## src/rtl/servo_ramp_ctrl_if.sv

```systemverilog
// Command handshake between a motion sequencer and servo_ramp_ctrl.
// One command = target angle plus dwell ticks, moved on valid && ready.
interface servo_ramp_ctrl_if;
    logic       cmd_valid;
    logic       cmd_ready;
    logic [7:0] cmd_angle;
    logic [7:0] cmd_hold;

    modport master (
        output cmd_valid,
        output cmd_angle,
        output cmd_hold,
        input  cmd_ready
    );

    modport slave (
        input  cmd_valid,
        input  cmd_angle,
        input  cmd_hold,
        output cmd_ready
    );
endinterface

```

## src/rtl/servo_ramp_ctrl.sv

```systemverilog
// Servo position ramp controller: queues angle commands and slews
// the commanded angle at STEP degrees per tick, then dwells.
module servo_ramp_ctrl #(
    parameter int TICK_DIV  = 12000,
    parameter int STEP      = 1,
    parameter int MIN_ANGLE = 0,
    parameter int MAX_ANGLE = 180,
    parameter int HOME_POS  = 90,
    parameter int DEPTH     = 4
) (
    input  logic             clk,
    input  logic             rst_n,
    servo_ramp_ctrl_if.slave cmd,
    input  logic             abort,
    output logic [7:0]       angle,
    output logic             enable_mov,
    output logic             busy,
    output logic             done
);
    localparam int AW = (DEPTH > 1) ? $clog2(DEPTH) : 1;
    localparam int TW = (TICK_DIV > 1) ? $clog2(TICK_DIV) : 1;
    localparam logic [TW-1:0] TICK_LAST = TW'(TICK_DIV - 1);
    localparam logic [AW:0]   CNT_FULL  = (AW + 1)'(DEPTH);
    localparam logic [7:0]    MIN_A     = 8'(MIN_ANGLE);
    localparam logic [7:0]    MAX_A     = 8'(MAX_ANGLE);
    localparam logic [7:0]    HOME_A    = 8'(HOME_POS);
    localparam logic [7:0]    STEP8     = 8'(STEP);
    localparam logic [8:0]    STEP9     = 9'(STEP);

    typedef enum logic [1:0] {
        IDLE,
        LOAD,
        RAMP,
        HOLD
    } state_t;

    logic [TW-1:0] tcnt_q;
    logic          tick;

    logic [15:0]   mem [DEPTH];
    logic [AW-1:0] wr_ptr_q;
    logic [AW-1:0] rd_ptr_q;
    logic [AW:0]   count_q;
    logic          full;
    logic          empty;
    logic          push;
    logic          pop;
    logic          rdy_en_q;

    logic [15:0]   head;
    logic [8:0]    d_lo;
    logic [8:0]    d_hi;
    logic [7:0]    tgt_clamp;

    state_t        state_q;
    state_t        state_d;
    logic [7:0]    cur_q;
    logic [7:0]    cur_d;
    logic [7:0]    tgt_q;
    logic [7:0]    tgt_d;
    logic [7:0]    hold_q;
    logic [7:0]    hold_d;
    logic          done_q;
    logic          done_d;
    logic          hold_exit;
    logic [8:0]    sub;
    logic [8:0]    diff;

    assign tick  = (tcnt_q == TICK_LAST);
    assign full  = (count_q == CNT_FULL);
    assign empty = (count_q == '0);

    assign cmd.cmd_ready = rdy_en_q && !full && !abort;
    assign push          = cmd.cmd_valid && cmd.cmd_ready;

    assign angle      = cur_q;
    assign enable_mov = (state_q != IDLE);
    assign busy       = (state_q != IDLE) || !empty;
    assign done       = done_q;

    // Free-running tick divider, independent of the FSM.
    always_ff @(posedge clk or negedge rst_n) begin
        if (!rst_n) begin
            tcnt_q <= '0;
        end else if (tick) begin
            tcnt_q <= '0;
        end else begin
            tcnt_q <= tcnt_q + TW'(1);
        end
    end

    // Holds cmd_ready low until the first edge after reset release.
    always_ff @(posedge clk or negedge rst_n) begin
        if (!rst_n) begin
            rdy_en_q <= 1'b0;
        end else begin
            rdy_en_q <= 1'b1;
        end
    end

    // FIFO payload storage; contents are don't-care while empty.
    always_ff @(posedge clk) begin
        if (push) begin
            mem[wr_ptr_q] <= {cmd.cmd_angle, cmd.cmd_hold};
        end
    end

    // FIFO pointers and occupancy; abort flushes everything.
    always_ff @(posedge clk or negedge rst_n) begin
        if (!rst_n) begin
            wr_ptr_q <= '0;
            rd_ptr_q <= '0;
            count_q  <= '0;
        end else if (abort) begin
            wr_ptr_q <= '0;
            rd_ptr_q <= '0;
            count_q  <= '0;
        end else begin
            if (push) begin
                wr_ptr_q <= wr_ptr_q + AW'(1);
            end
            if (pop) begin
                rd_ptr_q <= rd_ptr_q + AW'(1);
            end
            unique case ({push, pop})
                2'b10:   count_q <= count_q + (AW + 1)'(1);
                2'b01:   count_q <= count_q - (AW + 1)'(1);
                default: count_q <= count_q;
            endcase
        end
    end

    // Clamp the FIFO head target using borrow bits of 9-bit subtracts.
    always_comb begin
        head      = mem[rd_ptr_q];
        d_lo      = {1'b0, head[15:8]} - {1'b0, MIN_A};
        d_hi      = {1'b0, MAX_A} - {1'b0, head[15:8]};
        tgt_clamp = head[15:8];
        if (d_lo[8]) begin
            tgt_clamp = MIN_A;
        end else if (d_hi[8]) begin
            tgt_clamp = MAX_A;
        end
    end

    // FSM and datapath registers.
    always_ff @(posedge clk or negedge rst_n) begin
        if (!rst_n) begin
            state_q <= IDLE;
            cur_q   <= HOME_A;
            tgt_q   <= HOME_A;
            hold_q  <= '0;
            done_q  <= 1'b0;
        end else begin
            state_q <= state_d;
            cur_q   <= cur_d;
            tgt_q   <= tgt_d;
            hold_q  <= hold_d;
            done_q  <= done_d;
        end
    end

    // Next state: load, slew toward target per tick, then dwell.
    always_comb begin
        state_d   = state_q;
        cur_d     = cur_q;
        tgt_d     = tgt_q;
        hold_d    = hold_q;
        done_d    = 1'b0;
        pop       = 1'b0;
        hold_exit = 1'b0;
        sub       = {1'b0, tgt_q} - {1'b0, cur_q};
        diff      = sub[8] ? (9'd0 - sub) : sub;
        if (abort) begin
            state_d = IDLE;
        end else begin
            unique case (state_q)
                IDLE: begin
                    if (!empty) begin
                        state_d = LOAD;
                    end
                end
                LOAD: begin
                    pop     = 1'b1;
                    tgt_d   = tgt_clamp;
                    hold_d  = head[7:0];
                    state_d = RAMP;
                end
                RAMP: begin
                    if (tick) begin
                        if (diff <= STEP9) begin
                            cur_d   = tgt_q;
                            state_d = HOLD;
                        end else if (sub[8]) begin
                            cur_d = cur_q - STEP8;
                        end else begin
                            cur_d = cur_q + STEP8;
                        end
                    end
                end
                HOLD: begin
                    if (hold_q == 8'd0) begin
                        hold_exit = 1'b1;
                    end else if (tick) begin
                        hold_d    = hold_q - 8'd1;
                        hold_exit = (hold_q == 8'd1);
                    end
                    if (hold_exit) begin
                        done_d  = 1'b1;
                        state_d = empty ? IDLE : LOAD;
                    end
                end
                default: state_d = IDLE;
            endcase
        end
    end
endmodule

```

## src/flat_wrapper.sv

```systemverilog
// flat-port wrapper written by rule: the top's interface ports become plain ports
module servo_ramp_ctrl_flat 
#(
    parameter int TICK_DIV  = 12000,
    parameter int STEP      = 1,
    parameter int MIN_ANGLE = 0,
    parameter int MAX_ANGLE = 180,
    parameter int HOME_POS  = 90,
    parameter int DEPTH     = 4
)
  (clk, rst_n, abort, angle, enable_mov, busy, done, cmd_cmd_valid, cmd_cmd_angle, cmd_cmd_hold, cmd_cmd_ready);
  servo_ramp_ctrl_if cmd_i ();
  input  logic clk;
  input  logic rst_n;
  input  logic abort;
  output logic [7:0] angle;
  output logic enable_mov;
  output logic busy;
  output logic done;
  input wire logic [$bits(cmd_i.cmd_valid)-1:0] cmd_cmd_valid;
  input wire logic [$bits(cmd_i.cmd_angle)-1:0] cmd_cmd_angle;
  input wire logic [$bits(cmd_i.cmd_hold)-1:0] cmd_cmd_hold;
  output wire logic [$bits(cmd_i.cmd_ready)-1:0] cmd_cmd_ready;
  assign cmd_i.cmd_valid = cmd_cmd_valid;
  assign cmd_i.cmd_angle = cmd_cmd_angle;
  assign cmd_i.cmd_hold = cmd_cmd_hold;
  assign cmd_cmd_ready = cmd_i.cmd_ready;
  servo_ramp_ctrl #(.TICK_DIV(TICK_DIV), .STEP(STEP), .MIN_ANGLE(MIN_ANGLE), .MAX_ANGLE(MAX_ANGLE), .HOME_POS(HOME_POS), .DEPTH(DEPTH)) u_core (.clk(clk), .rst_n(rst_n), .cmd(cmd_i), .abort(abort), .angle(angle), .enable_mov(enable_mov), .busy(busy), .done(done));
endmodule
```

## config.mk

```make
export PLATFORM = sky130hd
export DESIGN_NAME = servo_ramp_ctrl_flat
export DESIGN_NICKNAME = d
export VERILOG_FILES = /design/src/rtl/servo_ramp_ctrl_if.sv /design/src/rtl/servo_ramp_ctrl.sv /design/src/flat_wrapper.sv
export SDC_FILE = /design/constraint.sdc
export NUM_CORES = 1
export LEC_CHECK = 0
export CORE_UTILIZATION = 60
export CTS_CLUSTER_DIAMETER = 150
export DETAILED_ROUTE_END_ITERATION = 8
export PLACE_DENSITY = 0.8
export SLEW_MARGIN = 15
export SYNTH_ARGS = -nofsm -noshare
export SYNTH_HDL_FRONTEND = slang
export SYNTH_SLANG_ARGS = --single-unit
```

## constraint.sdc

```tcl
create_clock -name clk -period 4.62 [get_ports clk]
set_input_delay 0.924 -clock clk [delete_from_list [all_inputs] [get_ports clk]]
set_output_delay 0.924 -clock clk [all_outputs]
set_load 0.01 [all_outputs]
```

==> flow_metrics.tcl, run 1 <==
set metrics [dict create \
    irDropWorstVdd_uv 457 \
    cp_data_required_time_ns 5.07 \
    drtPass1Iterations 5 \
    tightest_slew_ns 1.11 \
    initial_core_util_pct 62.5 \
    startpoint_type "register" \
    rows 35 \
    max_freq_ghz 0.242 \
    htree_levels 4 \
    cts_root_buffer "clkbuf_8" \
    yosys-top-cells-area "edfxtp_1 33%, dfrtp_1 18%, mux4_2 6.2%" \
    synth.area.mux_share_pct 8.26 \
    power.density_nw_per_um2 541 \
    wl_mm 11.3 \
    synthArstFlopShare_pct 43.4 \
    drtIter0Drc 166 \
    fin_crit_ns 4.14 \
    finalSetupViolations 0 \
    hold_class "reg2reg" \
    synth_cell_type_count 69 \
    synthesis.area_um2 5830 \
    syn-num-nets 522 \
    dieArea_um2 10100 \
    synth-simple-area-share_pct 13.1 \
    antennaDiodeCount 0 \
    fin_setup_tns_ns 0 \
    finalHoldViolCount 0 \
    post_drt_via_cell_ratio 5.88 \
    num_vias 3829 \
    die_w_um 101 \
    ios 32 \
    hpwl_mm 7.47 \
    synth_top_area_share_pct 32.9 \
    antenna_found_initial 0 \
    yosys_warnings 0 \
    drt-wirelength-per-cell_um 17.3 \
    grt_pass1_wl_mm 18.7 \
    die_h_um 101 \
    ys_seq_elements 113 \
    gp_congestion 0.921 \
    rsz0062_at_grt "false" \
    fin_crit_sh_pct 89.6 \
    grt_pass1_vias 3844 \
    drv_cap 0 \
    cts_inserted_buffers 17 \
    syn_to_final_growth_pct 16.1 \
    cts_setup_buffers 0 \
    synthAdderAreaFrac_pct 6.82 \
    grt_use_total_pct 24.9 \
    ctsHoldBuffers 0 \
    synth_edf_count 64 \
    post_cts_resized 0 \
    yosysTopAreaCell "edfxtp_1" \
    grt_remaining_overflow 0 \
    crit_fanout 8 \
    cts_tree "done" \
    insertion_delay_ns 0.51 \
    crit_arrival_ns 4.58 \
    criticalPathCategory "reg2reg" \
    endpoint_kind "register" \
    drv_slew 0 \
    status "finished clean" \
    clk_path_buf_depth 2 \
    synth_top_family_by_area "simple AND/OR/NAND/NOR gates" \
    synth_compound_area_share_pct 9.93 \
    drive_gt1_share_pct 13.8 \
    ys.flop_type "edfxtp_1" \
    leakagePower_uw 0.00261 \
    nNetsFinal 559 \
    core-area_um2 9330 \
    avgSynthCellArea_um2 12.4 \
    syn_inst 472 \
    fin_util_pct 72.6 \
    seq_area_frac_synth_pct 54.1 \
    grt_max_degree 50 \
    synth_xor_area_share_pct 4.55 \
    cts.clk_slew.worst_paths_ns 0.06 \
    drc_errors 0 \
    max_slew_margin_pct 25.8 \
    final.setup_skew_ns 0.00927 \
    io_buffers 31 \
    ant_nets 0 \
    clock-sinks 113 \
]
[Yosys cell counts, types with 4 or more instances]
master	n
edfxtp_1	64
dfrtp_1	41
nand2_1	32
inv_1	29
ha_1	27
nor2_1	27
nand3_1	21
a21oi_1	20
o21ai_0	19
mux4_2	16
xnor2_1	15
mux2i_1	11
nand2b_1	9
xor2_1	9
and3_1	8
clkbuf_1	8
dfstp_2	8
nor2b_1	8
o21ai_1	8
nor3_1	7
or3_1	7
o22ai_1	6
buf_2	5
a21o_1	4
a22o_1	4
[worst max-delay path, stage by stage, from the launching register on]
cell and delay, ns:
dfstp_2 0.55, inv_1 0.09, fa_1 0.53, a211oi_4 0.33
nor4b_1 0.11, a211o_1 0.36, inv_1 0.26, ha_1 0.29
a21o_1 0.18, a21oi_1 0.22, nor2b_1 0.07, o21ai_0 0.21
a21oi_1 0.11, xnor2_1 0.15, or4b_1 0.52, nand3_1 0.09
[sequential cells by signal (all words and copies together), names as in the netlist]
register / count
u_core.hold_q: 8
u_core.state_q: 2
u_core.rdy_en_q: 1
u_core.rd_ptr_q: 2
u_core.count_q: 3
u_core.angle: 8
u_core.mem: 64
u_core.wr_ptr_q: 2
u_core.tgt_q: 8
u_core.tcnt_q: 14
u_core.done: 1
[stage by stage]
stage	hold WS [ns]	area, um2	std cells	total power [uW]	setup slack, ns
4_1_cts	0.490	6770	651	3670	0.536
5_1_grt	0.513	6770	651	3880	0.253
6_report	0.489	6770	651	3670	0.481
3_5_place_dp	0.481	6250	619	2510	0.557
2_1_floorplan	0.444	5830	472	2230	0.858
3_3_place_gp	0.471	6250	619	2460	0.657
[cells in the final DEF, fill, tap and decap left out, types with 4 or more instances in the layout]
| master | n |
|---|---|
| dfrtp_1 | 41 |
| inv_1 | 29 |
| clkinv_2 | 4 |
| nand3_1 | 21 |
| mux4_2 | 16 |
| a22o_1 | 4 |
| clkdlybuf4s50_1 | 30 |
| nand2_1 | 32 |
| edfxtp_1 | 64 |
| xor2_1 | 9 |
| a21oi_1 | 20 |
| o21ai_1 | 8 |
| nand2b_1 | 9 |
| mux2i_1 | 11 |
| and3_1 | 8 |
| o22ai_1 | 6 |
| dfstp_2 | 8 |
| xnor2_1 | 15 |
| nor2b_1 | 8 |
| or3_1 | 7 |
| inv_6 | 5 |
| a21o_1 | 4 |
| clkinvlp_4 | 4 |
| nor2_1 | 27 |
| nor3_1 | 7 |
| o21ai_0 | 19 |
| clkbuf_16 | 16 |
| ha_1 | 27 |
[power breakdown]
part           internal [uW]  total [uW]  leakage [uW]  switching, uW
Combinational            558        1220       0.00118            660
Clock                    662        1150      0.000251            484
Sequential              1190        1300       0.00117            116
[metal layers]
metal	GRT usage, %	up-vias	part of all wire [%]
met2	40.6	126	49
met4	8.58	0	1.1
met3	7.84	13	5.7
met5	0	-	0
met1	31.6	1875	44
li1	-	1815	-
[final cells by class]
type	instances	area (um2)
Sequential cell	113	3160
Fill cell	599	2550
Multi-Input combinational cell	314	2490
Clock buffer	17	414
Timing Repair Buffer	34	328
Tap cell	129	161
Clock inverter	15	111
Inverter	29	109
[logic make-up (layout without fill, tap and decap cells)]
kind of cell,Yosys count,count (layout)
other cells,1,1
compound gates,85,85
simple gates,143,143
buf+inv,45,95
xor+xnor,27,27
flops,113,113
mux,28,28
fa+ha+maj,30,30
[final timing paths]
check	depth (start not counted)	slack, ns	from	to
worst max-delay path	15	0.48	u_core.angle[1]	u_core.angle[7]
worst min-delay path	2	0.49	u_core.angle[3]	u_core.angle[3]
worst max register to register	15	0.48	u_core.angle[1]	u_core.angle[7]
worst min register to register	2	0.49	u_core.angle[3]	u_core.angle[3]
max in group asynchronous	2	3.69	rst_n	u_core.angle[2]
min in group asynchronous	2	0.52	rst_n	u_core.angle[5]
Power figures use the tool's default switching activity.
==> inputs of run 2 (changes only) <==
Settings changed: GPL_TIMING_DRIVEN set to 1.
Clock period 4.62 ns to 3.9 ns, I/O delays scaled along.
==> run 2 against run 1 <==
Against the previous run:
- register-to-register slack worse by 0.26 ns
- worst setup slack worse by 0.26 ns
- worst hold slack worse by 0.21 ns
- critical path depth unchanged
- global-route usage up 0.14 points
- combinational power up 17%
- final cell count up 1.1%
- sequential share of layout area down 0.57 points
- critical endpoint unchanged
- highest routed layer unchanged
==> flow_metrics.tcl, run 2 (synthesized netlist as in run 1, its figures left out) <==
set metrics [dict create \
    status "finished clean" \
    ctsHoldBuffers 0 \
    io_buffers 31 \
    cp_data_required_time_ns 4.35 \
    drive_gt1_share_pct 15.1 \
    die_w_um 101 \
    fin_setup_tns_ns 0 \
    power.density_nw_per_um2 644 \
    top_register "u_core.mem" \
    largest_reg_flops 64 \
    post_cts_resized 0 \
    cts_inserted_buffers 17 \
    cts_setup_buffers 0 \
    drv_slew 0 \
    drc_errors 0 \
    wl_mm 11.1 \
    dieArea_um2 10100 \
    rsz0062_at_grt "false" \
    finalSetupViolations 0 \
    irDropWorstVdd_uv 527 \
    hpwl_mm 7.48 \
    layout_commonest_cell "edfxtp_1" \
    reg2reg_depth 15 \
    htree_levels 4 \
    drtPass1Iterations 5 \
    grt_max_degree 50 \
    core-area_um2 9330 \
    max_freq_ghz 0.272 \
    crit_arrival_ns 4.13 \
    cts_tree "done" \
    leakagePower_uw 0.00266 \
    final.setup_skew_ns 0.00870 \
    gp_congestion 0.860 \
    rr_endpoint "u_core.angle[7]" \
    hold_class "in2async" \
    crit_start "u_core.angle[1]" \
    r2r_start "u_core.angle[1]" \
    die_h_um 101 \
    insertion_delay_ns 0.52 \
    top_regs "u_core.mem: 64 flops, u_core.tcnt_q: 14 flops" \
    drtIter0Drc 174 \
    grt_pass1_vias 3746 \
    antennaDiodeCount 0 \
    grt_pass1_wl_mm 18.7 \
    ios 32 \
    grt_remaining_overflow 0 \
    mostFrequentLayoutCells "64 x edfxtp_1, 41 x dfrtp_1, 32 x nand2_1" \
    reg2reg_setup_slack_ns 0.22 \
    fin_crit_sh_pct 94.4 \
    post_drt_via_cell_ratio 5.78 \
    max_slew_margin_pct 46.0 \
    endpoint_kind "register" \
    nNetsFinal 566 \
    grt_use_total_pct 25.0 \
    num_vias 3802 \
    rows 35 \
    fin_crit_ns 3.68 \
    clk_path_buf_depth 2 \
    cts_root_buffer "clkbuf_8" \
    startpoint_type "register" \
    drt-wirelength-per-cell_um 16.9 \
    finalHoldViolCount 0 \
    clock-sinks 113 \
    syn_to_final_growth_pct 17.6 \
    antenna_found_initial 0 \
    tightest_slew_ns 0.810 \
    initial_core_util_pct 62.5 \
    drv_cap 0 \
    whs_ns 0.277 \
    cts.clk_slew.worst_paths_ns 0.06 \
    ant_nets 0 \
    crit_fanout 4 \
    criticalPathCategory "reg2reg" \
]
==> run 2: changes by cell type in the layout (fill, tap and decap cells not counted), sizes merged <==
cell	before	now
buf	4	11
bufinv	0	1
clkinv	6	8
clkinvlp	4	2
inv	34	33
==> run 2: area by class of cell <==
class	count	area (um2)
clock buffer	17	414
clock inverter	15	134
fill	619	2470
inverter	29	109
multi-input combinational	314	2500
sequential	113	3160
tap	129	161
timing repair buffer	41	383
==> run 2: worst max-delay path, stage by stage, from the launching register on <==
cell	delay, ns
dfstp_2	0.55
inv_1	0.10
fa_2	0.45
a211oi_4	0.32
nor4b_1	0.10
a211o_1	0.29
inv_1	0.13
ha_1	0.25
a21o_1	0.19
a21oi_2	0.16
nor2b_1	0.06
o21ai_0	0.19
a21oi_1	0.11
xnor2_1	0.15
or4b_1	0.50
nand3_1	0.09
==> run 2: routing by layer <==
metal	routed length (um)	part of all wire, %	track usage [%]
met5	0	0	0
met4	138	1.2	9.14
met3	555	5.0	7.28
met2	5470	49	39.4
met1	4960	45	33.4
==> run 2: stage by stage <==
| step | total power [uW] | setup WS [ns] | util [%] | area, um2 | instances |
|---|---|---|---|---|---|
| after floorplan | 2650 | 0.138 | - | 5830 | 472 |
| after global placement | 2950 | 0.203 | 67.6 | 6300 | 626 |
| after detailed placement | 3010 | 0.113 | 67.6 | 6300 | 626 |
| after CTS | 4430 | 0.0747 | 73.4 | 6850 | 658 |
| after global routing | 4670 | 0.000748 | 73.5 | 6860 | 658 |
| final | 4410 | 0.217 | 73.5 | 6860 | 658 |
==> run 2: worst max path at each step <==
stage | to | slack, ns | cells past startpoint
after floorplan | u_core.angle[7] | 0.14 | 15
after global placement | u_core.angle[7] | 0.20 | 15
after detailed placement | u_core.angle[7] | 0.11 | 15
after CTS | u_core.angle[7] | 0.07 | 15
after global routing | u_core.angle[7] | 0.0007 | 17
final | u_core.angle[7] | 0.22 | 15
==> run 2: power by group <==
group	switching, uW	internal, uW	leakage, uW	total (uW)
Combinational	741	684	0.00122	1430
Sequential	173	1400	0.00117	1580
Clock	563	847	0.000267	1410
Total	1480	2940	0.00266	4410
